===== config.mk =====
export PLATFORM = sky130hd
export DESIGN_NAME = seq_addsub_cla
export DESIGN_NICKNAME = d
export VERILOG_FILES = /design/src/rtl/seq_addsub_cla_pkg.sv /design/src/rtl/cla4_slice.sv /design/src/rtl/seq_addsub_cla.sv
export SDC_FILE = /design/constraint.sdc
export NUM_CORES = 1
export LEC_CHECK = 0
export CORE_ASPECT_RATIO = 0.7
export CORE_MARGIN = 2
export CORE_UTILIZATION = 35
export CTS_BUF_LIST = sky130_fd_sc_hd__clkbuf_4 sky130_fd_sc_hd__clkbuf_8
export DETAILED_ROUTE_END_ITERATION = 6
export PLACE_DENSITY = 0.69
export SKIP_LAST_GASP = 1
export SLEW_MARGIN = 20
export SYNTH_ARGS = -nofsm -noshare
export SYNTH_HDL_FRONTEND = slang
export SYNTH_SLANG_ARGS = --single-unit

===== constraint.sdc =====
create_clock -name clk -period 2.5 [get_ports clk]
set_input_delay 0.25 -clock clk [delete_from_list [all_inputs] [get_ports clk]]
set_output_delay 0.25 -clock clk [all_outputs]
set_load 0.05 [all_outputs]

===== src/rtl/seq_addsub_cla_pkg.sv =====
// Shared definitions for the nibble-serial carry-lookahead adder/subtractor.
package seq_addsub_cla_pkg;

    localparam logic OP_ADD  = 1'b0;
    localparam logic OP_SUB  = 1'b1;
    localparam int   SLICE_W = 4;

    typedef enum logic [1:0] {
        IDLE = 2'd0,
        RUN  = 2'd1,
        DONE = 2'd2
    } state_t;

endpackage


===== src/rtl/cla4_slice.sv =====
// 4-bit carry-lookahead slice: flat lookahead carries plus group P/G.
module cla4_slice
    import seq_addsub_cla_pkg::*;
(
    input  logic [SLICE_W-1:0] a,
    input  logic [SLICE_W-1:0] b,
    input  logic               cin,
    output logic [SLICE_W-1:0] s,
    output logic [SLICE_W-1:0] c,
    output logic               P,
    output logic               G
);

    logic [SLICE_W-1:0] p_s;
    logic [SLICE_W-1:0] g_s;

    assign p_s = a ^ b;
    assign g_s = a & b;

    // Every carry is a two-level sum of products of cin and the bit P/G terms.
    assign c[0] = g_s[0] | (p_s[0] & cin);
    assign c[1] = g_s[1] | (p_s[1] & g_s[0]) | (p_s[1] & p_s[0] & cin);
    assign c[2] = g_s[2] | (p_s[2] & g_s[1]) | (p_s[2] & p_s[1] & g_s[0])
                | (p_s[2] & p_s[1] & p_s[0] & cin);
    assign c[3] = g_s[3] | (p_s[3] & g_s[2]) | (p_s[3] & p_s[2] & g_s[1])
                | (p_s[3] & p_s[2] & p_s[1] & g_s[0])
                | (p_s[3] & p_s[2] & p_s[1] & p_s[0] & cin);

    assign s = p_s ^ {c[2:0], cin};
    assign P = &p_s;
    assign G = g_s[3] | (p_s[3] & g_s[2]) | (p_s[3] & p_s[2] & g_s[1])
             | (p_s[3] & p_s[2] & p_s[1] & g_s[0]);

endmodule


===== src/rtl/seq_addsub_cla.sv =====
// Multi-cycle adder/subtractor reusing one 4-bit CLA slice, LSB nibble first,
// with word-level augmented P/G for wider lookahead consumers.
module seq_addsub_cla
    import seq_addsub_cla_pkg::*;
#(
    parameter int WIDTH = 16,
    parameter int NIB   = WIDTH / 4
) (
    input  logic             clk,
    input  logic             rst_n,
    input  logic             start,
    input  logic             op,
    input  logic [WIDTH-1:0] a,
    input  logic [WIDTH-1:0] b,
    input  logic             cin,
    output logic             busy,
    output logic             done,
    output logic [WIDTH-1:0] s,
    output logic             cout,
    output logic             ovf,
    output logic             zero,
    output logic             P,
    output logic             G
);

    localparam int IDXW = (NIB > 1) ? $clog2(NIB) : 1;
    localparam logic [IDXW-1:0] IDX_LAST = IDXW'(NIB - 1);

    state_t             state_r, state_nxt_s;
    logic [WIDTH-1:0]   a_r, a_nxt_s, b_r, b_nxt_s, s_r, s_nxt_s;
    logic [IDXW-1:0]    idx_r, idx_nxt_s;
    logic               carry_r, carry_nxt_s, pacc_r, pacc_nxt_s, gacc_r, gacc_nxt_s;
    logic               busy_r, busy_nxt_s, done_r, done_nxt_s, cout_r, cout_nxt_s;
    logic               ovf_r, ovf_nxt_s, zero_r, zero_nxt_s, p_r, p_nxt_s, g_r, g_nxt_s;
    logic [IDXW+1:0]    base_s;
    logic [SLICE_W-1:0] slice_s, slice_c;
    logic               slice_p, slice_g;
    logic               unused_carry_s;

    assign base_s         = {idx_r, 2'b00};
    assign unused_carry_s = ^slice_c[1:0];

    cla4_slice u_slice (
        .a   (a_r[base_s +: SLICE_W]),
        .b   (b_r[base_s +: SLICE_W]),
        .cin (carry_r),
        .s   (slice_s),
        .c   (slice_c),
        .P   (slice_p),
        .G   (slice_g)
    );

    // Next-state and next-output logic; every register holds unless its state says otherwise.
    always_comb begin
        state_nxt_s = state_r;
        a_nxt_s     = a_r;
        b_nxt_s     = b_r;
        s_nxt_s     = s_r;
        idx_nxt_s   = idx_r;
        carry_nxt_s = carry_r;
        pacc_nxt_s  = pacc_r;
        gacc_nxt_s  = gacc_r;
        busy_nxt_s  = busy_r;
        done_nxt_s  = 1'b0;
        cout_nxt_s  = cout_r;
        ovf_nxt_s   = ovf_r;
        zero_nxt_s  = zero_r;
        p_nxt_s     = p_r;
        g_nxt_s     = g_r;
        case (state_r)
            IDLE, DONE: begin
                if (start) begin
                    a_nxt_s     = a;
                    b_nxt_s     = (op == OP_SUB) ? ~b : b;
                    carry_nxt_s = (op == OP_ADD) ? cin : 1'b1;
                    idx_nxt_s   = {IDXW{1'b0}};
                    pacc_nxt_s  = 1'b1;
                    gacc_nxt_s  = 1'b0;
                    busy_nxt_s  = 1'b1;
                    state_nxt_s = RUN;
                end else begin
                    busy_nxt_s  = 1'b0;
                    state_nxt_s = IDLE;
                end
            end
            RUN: begin
                s_nxt_s[base_s +: SLICE_W] = slice_s;
                carry_nxt_s = slice_c[SLICE_W-1];
                pacc_nxt_s  = pacc_r & slice_p;
                gacc_nxt_s  = slice_g | (slice_p & gacc_r);
                idx_nxt_s   = idx_r + {{(IDXW-1){1'b0}}, 1'b1};
                // The top nibble's c[2] is the carry into the sign bit.
                if (idx_r == IDX_LAST) begin
                    state_nxt_s = DONE;
                    busy_nxt_s  = 1'b0;
                    done_nxt_s  = 1'b1;
                    cout_nxt_s  = slice_c[SLICE_W-1];
                    ovf_nxt_s   = slice_c[SLICE_W-2] ^ slice_c[SLICE_W-1];
                    zero_nxt_s  = (s_nxt_s == {WIDTH{1'b0}});
                    p_nxt_s     = pacc_nxt_s;
                    g_nxt_s     = gacc_nxt_s;
                end else begin
                    state_nxt_s = RUN;
                end
            end
            default: begin
                state_nxt_s = IDLE;
                busy_nxt_s  = 1'b0;
            end
        endcase
    end

    // State, datapath and flag registers.
    always_ff @(posedge clk or negedge rst_n) begin
        if (!rst_n) begin
            state_r <= IDLE;
            a_r     <= {WIDTH{1'b0}};
            b_r     <= {WIDTH{1'b0}};
            s_r     <= {WIDTH{1'b0}};
            idx_r   <= {IDXW{1'b0}};
            carry_r <= 1'b0;
            pacc_r  <= 1'b1;
            gacc_r  <= 1'b0;
            busy_r  <= 1'b0;
            done_r  <= 1'b0;
            cout_r  <= 1'b0;
            ovf_r   <= 1'b0;
            zero_r  <= 1'b1;
            p_r     <= 1'b0;
            g_r     <= 1'b0;
        end else begin
            state_r <= state_nxt_s;
            a_r     <= a_nxt_s;
            b_r     <= b_nxt_s;
            s_r     <= s_nxt_s;
            idx_r   <= idx_nxt_s;
            carry_r <= carry_nxt_s;
            pacc_r  <= pacc_nxt_s;
            gacc_r  <= gacc_nxt_s;
            busy_r  <= busy_nxt_s;
            done_r  <= done_nxt_s;
            cout_r  <= cout_nxt_s;
            ovf_r   <= ovf_nxt_s;
            zero_r  <= zero_nxt_s;
            p_r     <= p_nxt_s;
            g_r     <= g_nxt_s;
        end
    end

    assign busy = busy_r;
    assign done = done_r;
    assign s    = s_r;
    assign cout = cout_r;
    assign ovf  = ovf_r;
    assign zero = zero_r;
    assign P    = p_r;
    assign G    = g_r;

endmodule


Yosys cells after proc, flatten, opt, wreduce, memory -nomap -nowiden --
Cells that the tools add are included.
Storage, ports and cells: input port bits 37, output and inout bits 23, register bits 62, logic and storage cells 87
Cells by class: bitwise operators 34, equality and inequality tests 5, reduce and logical (&&, ||, !) cells 8, add/sub/neg operators 2, shifts and indexed selects 4, mux-type cells 19
Operators by type and width (count):
- $shiftx A16 B5 Y4 | 2
- $and A1 B1 Y1 | 18
- $bwmux W16 | 1
- $logic_not A16 Y1 | 1
- $mux W16 | 1
- $not A16 Y16 | 1
- $shift A4 B6 Y16 const A | 1
- $shiftx A4 B6 Y16 | 1
- $or A1 B1 Y1 | 11
- $mux W1 | 9
- $pmux W1 S2 | 4
- $pmux W2 S2 | 2
- $xor A4 B4 Y4 | 2
- $neg A4 Y6 | 1
- $reduce_and A2 Y1 | 3
- $and A4 B4 Y4 | 1
- $eq A2 B2 Y1 const B | 2
- $mux W2 | 2
- $ne A2 B2 Y1 const B | 2
- $reduce_and A4 Y1 | 1
- $add A2 B1 Y2 const B | 1
- $eq A2 B1 Y1 const B | 1
- $logic_not A2 Y1 | 1
- $reduce_bool A2 Y1 | 1
- other kinds (2) | 2

Longest topological paths before layout --
word-level depth 10, mapped depth 8

Modules after synthesis --
A second synthesis with hierarchy kept.
Unflattened totals: cell total of the unflattened synthesis 313, area, all modules 3139.3 sq um
By module, submodules not included:
- seq_addsub_cla | area each 2964.1 sq um, seq. area each 1554.0 sq um, cells an instance 292, times used 1
- cla4_slice | area each 175.2 sq um, seq. area each 0.0 sq um, cells an instance 21, times used 1

Worst setup path before layout --
Ideal clock, no wire load.
path kind register to register, start reg idx_r[0], end reg zero_r, in the netlist zero, arrival 2.433 ns, library setup time 0.061 ns, stages on the path, launching flop included 9, data required time 2.439 ns, path slack 0.006 ns, cell sequence dfrtp_1 > buf_2 > mux4_2 > ha_1 > nand4_1 > and3_4 > xnor2_1 > o41ai_2 > a22o_1
Between the ends: word-level cells in the longest chain between the ends 10
RTL lines:
- from (decl) | line seq_addsub_cla.sv:31 | logic [IDXW-1:0] idx_r, idx_nxt_s;
- from (signal assigned) | line seq_addsub_cla.sv:120 | idx_r <= {IDXW{1'b0}};
- from (signal assigned) | line seq_addsub_cla.sv:136 | idx_r <= idx_nxt_s;
- $shiftx A16 B5 Y4, on equally long branches | line seq_addsub_cla.sv:44, seq_addsub_cla.sv:45
- $xor A4 B4 Y4 or $and A4 B4 Y4 (tied branches) | line cla4_slice.sv:17, cla4_slice.sv:18
- $and A1 B1 Y1, on equally long branches | line cla4_slice.sv:23, cla4_slice.sv:24
- $or A1 B1 Y1, or another cell as far along | line cla4_slice.sv:23 | assign c[2] = g_s[2] | (p_s[2] & g_s[1]) | (p_s[2] & p_s[1] & g_s[0])
- $or A1 B1 Y1 or $and A1 B1 Y1 (tied branches) | line cla4_slice.sv:23, cla4_slice.sv:24
- $or A1 B1 Y1 | line cla4_slice.sv:24 | | (p_s[2] & p_s[1] & p_s[0] & cin);
- $xor A4 B4 Y4 | line cla4_slice.sv:29 | assign s = p_s ^ {c[2:0], cin};
- $shiftx A4 B6 Y16 | line seq_addsub_cla.sv:87 | s_nxt_s[base_s +: SLICE_W] = slice_s;
- $bwmux W16 | line seq_addsub_cla.sv:87
- $logic_not A16 Y1 | line seq_addsub_cla.sv:99 | zero_nxt_s = (s_nxt_s == {WIDTH{1'b0}});
- to (signal assigned) | line seq_addsub_cla.sv:144 | zero_r <= zero_nxt_s;
- to (decl) | line seq_addsub_cla.sv:34 | logic ovf_r, ovf_nxt_s, zero_r, zero_nxt_s, p_r, p_nxt_s, g_r, g_nxt_s;
Parallel ways exist; a longest one is shown, timed or not. A chain may end at the register's enable or synchronous reset.

Final worst setup path --
start reg idx_r[0], end reg ovf_r, in the netlist ovf
Between the ends: word-level cells in the longest chain between the ends 8
RTL lines:
- $shiftx A16 B5 Y4, on equally long branches | line seq_addsub_cla.sv:44, seq_addsub_cla.sv:45
- $xor A4 B4 Y4 or $and A4 B4 Y4 (tied branches) | line cla4_slice.sv:17, cla4_slice.sv:18
- $and A1 B1 Y1, on equally long branches | line cla4_slice.sv:25, cla4_slice.sv:26, cla4_slice.sv:27
- $or A1 B1 Y1, or another cell as far along (2 in series) | line cla4_slice.sv:25 | assign c[3] = g_s[3] | (p_s[3] & g_s[2]) | (p_s[3] & p_s[2] & g_s[1])
- $or A1 B1 Y1 or $and A1 B1 Y1 (tied branches) | line cla4_slice.sv:26, cla4_slice.sv:27
- $or A1 B1 Y1 | line cla4_slice.sv:27 | | (p_s[3] & p_s[2] & p_s[1] & p_s[0] & cin);
- $xor A1 B1 Y1 | line seq_addsub_cla.sv:98 | ovf_nxt_s = slice_c[SLICE_W-2] ^ slice_c[SLICE_W-1];
- to (signal assigned) | line seq_addsub_cla.sv:143 | ovf_r <= ovf_nxt_s;
- to (decl) | line seq_addsub_cla.sv:34
Parallel ways exist; a longest one is shown, timed or not.

==> run metrics <==
#FFs+latches synth 62; post-layout min period 2.403 ns; Net Count, Synth 350; leakage power total 1.744 nW; kind of critical path flip-flop to flip-flop; n_diodes 0; share of post-route cells with drive strength above 1 0.1180; vias per cell 4.874; TritonCTS Sinks 62; HP Class primary input to asynchronous set/reset pin; Site Rows 28; Setup Skew 0.009898 ns; Pins Over Slew Limit 0; DRC viols 0; Nets 417; count of cell types in the netlist 37; Worst setup SP type flip-flop; crit end category flip-flop; Syn. warnings 0; endpoints failing setup 0; Worst-path clk slew 0.08 ns; Placer Congestion 0.8116; Clock Path Buffers 2; Die X 114.6 um; CP top delay family multiplexers; sequential share of the synthesized area 0.5190; EDFF count, synth 0; synthesized area per cell 9.947 um2; Skew-Pair Late Insertion Delay 0.34 ns; critical path's slowest cell mux4_2; Boundary Pins 60; share of the synthesized area in the top cell type 0.5015; Main synth FF type dfrtp_1; DP Cell Count 461; CTS root buffer clkbuf_8; first-pass GRT wire length 11.02 mm; Post-synth ARST share 1.000; worst-path fanout max 5; Final Non-Filler Cells 478; Initial DRC Count 150; unrepaired setup endpoints after global routing true; top-count cell post-synth nand2_1; CTS tree done; CP peak stage delay 0.52 ns; worst slew pin tran 0.6804 ns; vias in the first global route 2,191; Initial Utilization 0.3576; pre-CTS WS 0.04191 ns; largest net degree at the start of global routing 63; synth top area cells dfrtp_1 50%, nand2_1 12%, o21ai_0 6.5%, mux4_2 6.0%, xnor2_1 5.6%; Worst EP required 2.72 ns; mapped cell area 2994 um2; number of buffers and inverters on the critical path 1; core area 8373 um2; HPWL Detailed 5.064 mm; crit path cell chain buf_4 -> mux4_2 -> ha_1 -> and4_1 -> a221oi_2 -> xnor2_1 -> o21ai_1; drt total wl 6.782 mm; maxcap violations 0; Die ar. 9323 um2; P&R area growth vs syn 31.76%; leading area contributor after synthesis dfrtp_1; Slew HR 0.5455; status completed; Detail Route Antenna Nets 0; Setup TNS 0 ns; Synth top cells by count 98 x nand2_1, 60 x dfrtp_1, 39 x o21ai_0; Die Y 81.39 um; DR vias 2,330; setup ws final 0.09723 ns; fmax 416.2 MHz; Final Hold Fails 0; grt ovf 0; WL/cell 14.19 um; GR Util All Layers 0.1564; # fillers 768; Port Buffer Count 59; DRT Pass-1 Iters 4; initial antenna violation count 0; Inserted Clock Buffers 9; CP arrival 2.62 ns; Synth Instances 301; CTS H-tree lvls 3; Pwr Density 1498 nW/um2; Max IR drop VDD 550.9 uV; period utilisation layout 0.9611
-- where the power goes --
group	switching, W	total, W	internal [W]
clock network	0.000398	0.000749	0.000351
logic	0.00202	0.00342	0.00140
registers	0.000302	0.00174	0.00144
total	0.00272	0.00591	0.00319
-- routing by layer --
metal | track usage | part of all wire
met5 | 0 | 0
met4 | 0.06585 | 0.014
met3 | 0.04552 | 0.078
met2 | 0.2136 | 0.41
met1 | 0.2295 | 0.49
-- worst register-to-register path, delay by kind of cell, from the launching register on --
kind,cells,cell delay [ns]
compound gates,2,0.41
xor+xnor,1,0.16
fa+ha+maj,1,0.40
buf+inv,1,0.15
flops,1,0.35
mux,1,0.52
simple gates,1,0.29
-- cell type report --
type                    instances  area [um2]  share of cell area
clock inverters                 7       41.29             0.01047
clock buffers                   9       123.9             0.03140
flip-flops and latches         62        1554              0.3939
repair buffers                 68       668.1              0.1694
well taps                     105       131.4             0.03330
inverters                       7       26.28            0.006660
multi-input cells             220        1400              0.3549
-- worst paths after layout --
check | cells after the start | endpoint | start | slack [ns]
max reg2reg | 7 | ovf | idx_r[0] | 0.1
min | 3 | a_r[14] | rst_n | 0.43
min in group clk | 3 | a_r[11] | a[11] | 0.43
min reg2reg | 2 | a_r[4] | a_r[4] | 0.47
max | 7 | ovf | idx_r[0] | 0.1
max in group asynchronous | 3 | pacc_r | rst_n | 1.74
-- state kept, by name, indices dropped and copies added, names as in the netlist --
register / flops
pacc_r: 1
cout: 1
G: 1
gacc_r: 1
s: 16
ovf: 1
a_r: 16
state_r: 2
P: 1
done: 1
busy: 1
zero: 1
idx_r: 2
carry_r: 1
b_r: 16
-- layout by cell type, fill, tap and decap left out, drive strengths merged, types with 2 or more instances in the layout --
master	Yosys	layout
o21ai	42	42
inv	7	7
a22o	2	2
nor2b	2	2
nand2b	2	2
nor2	5	5
nand3	3	3
dfstp	2	2
dfrtp	60	60
nand2	98	98
nor4	4	4
ha	11	11
xnor2	19	19
o22ai	2	2
nand4	3	3
clkinv	0	6
buf	5	9
mux4	8	8
clkdlybuf4s50	0	58
a21oi	4	4
clkbuf	7	9
-- timing repair --
item / CTS / global route
endpoints found under the setup margin: 0 / 11
setup buffers: 0 / 0
hold buffers: 1 / 0
hold endpoints to repair: 60 / 0
gates resized for setup: 0 / 11
-- kinds of logic after synthesis --
| family | Yosys count | synth area share |
|---|---|---|
| fa+ha+maj | 12 | 0.05265 |
| simple gates | 123 | 0.1722 |
| mux | 9 | 0.06394 |
| buf+inv | 19 | 0.02549 |
| xor+xnor | 20 | 0.05850 |
| compound gates | 56 | 0.1082 |
| flops | 62 | 0.5190 |
-- per-stage QoR --
| stage | util | instance area, um2 | hold slack [ns] | power (W) |
|---|---|---|---|---|
| 2_1_floorplan | - | 2994 | -0.04559 | 0.004010 |
| 3_3_place_gp | 0.4459 | 3734 | 0.2842 | 0.004855 |
| 3_5_place_dp | 0.4459 | 3734 | 0.2913 | 0.004951 |
| 4_1_cts | 0.4668 | 3909 | 0.4239 | 0.005708 |
| 5_1_grt | 0.4712 | 3945 | 0.4417 | 0.006338 |
| 6_report | 0.4712 | 3945 | 0.4306 | 0.005910 |
No activity file was read; power rests on OpenSTA's default activity.
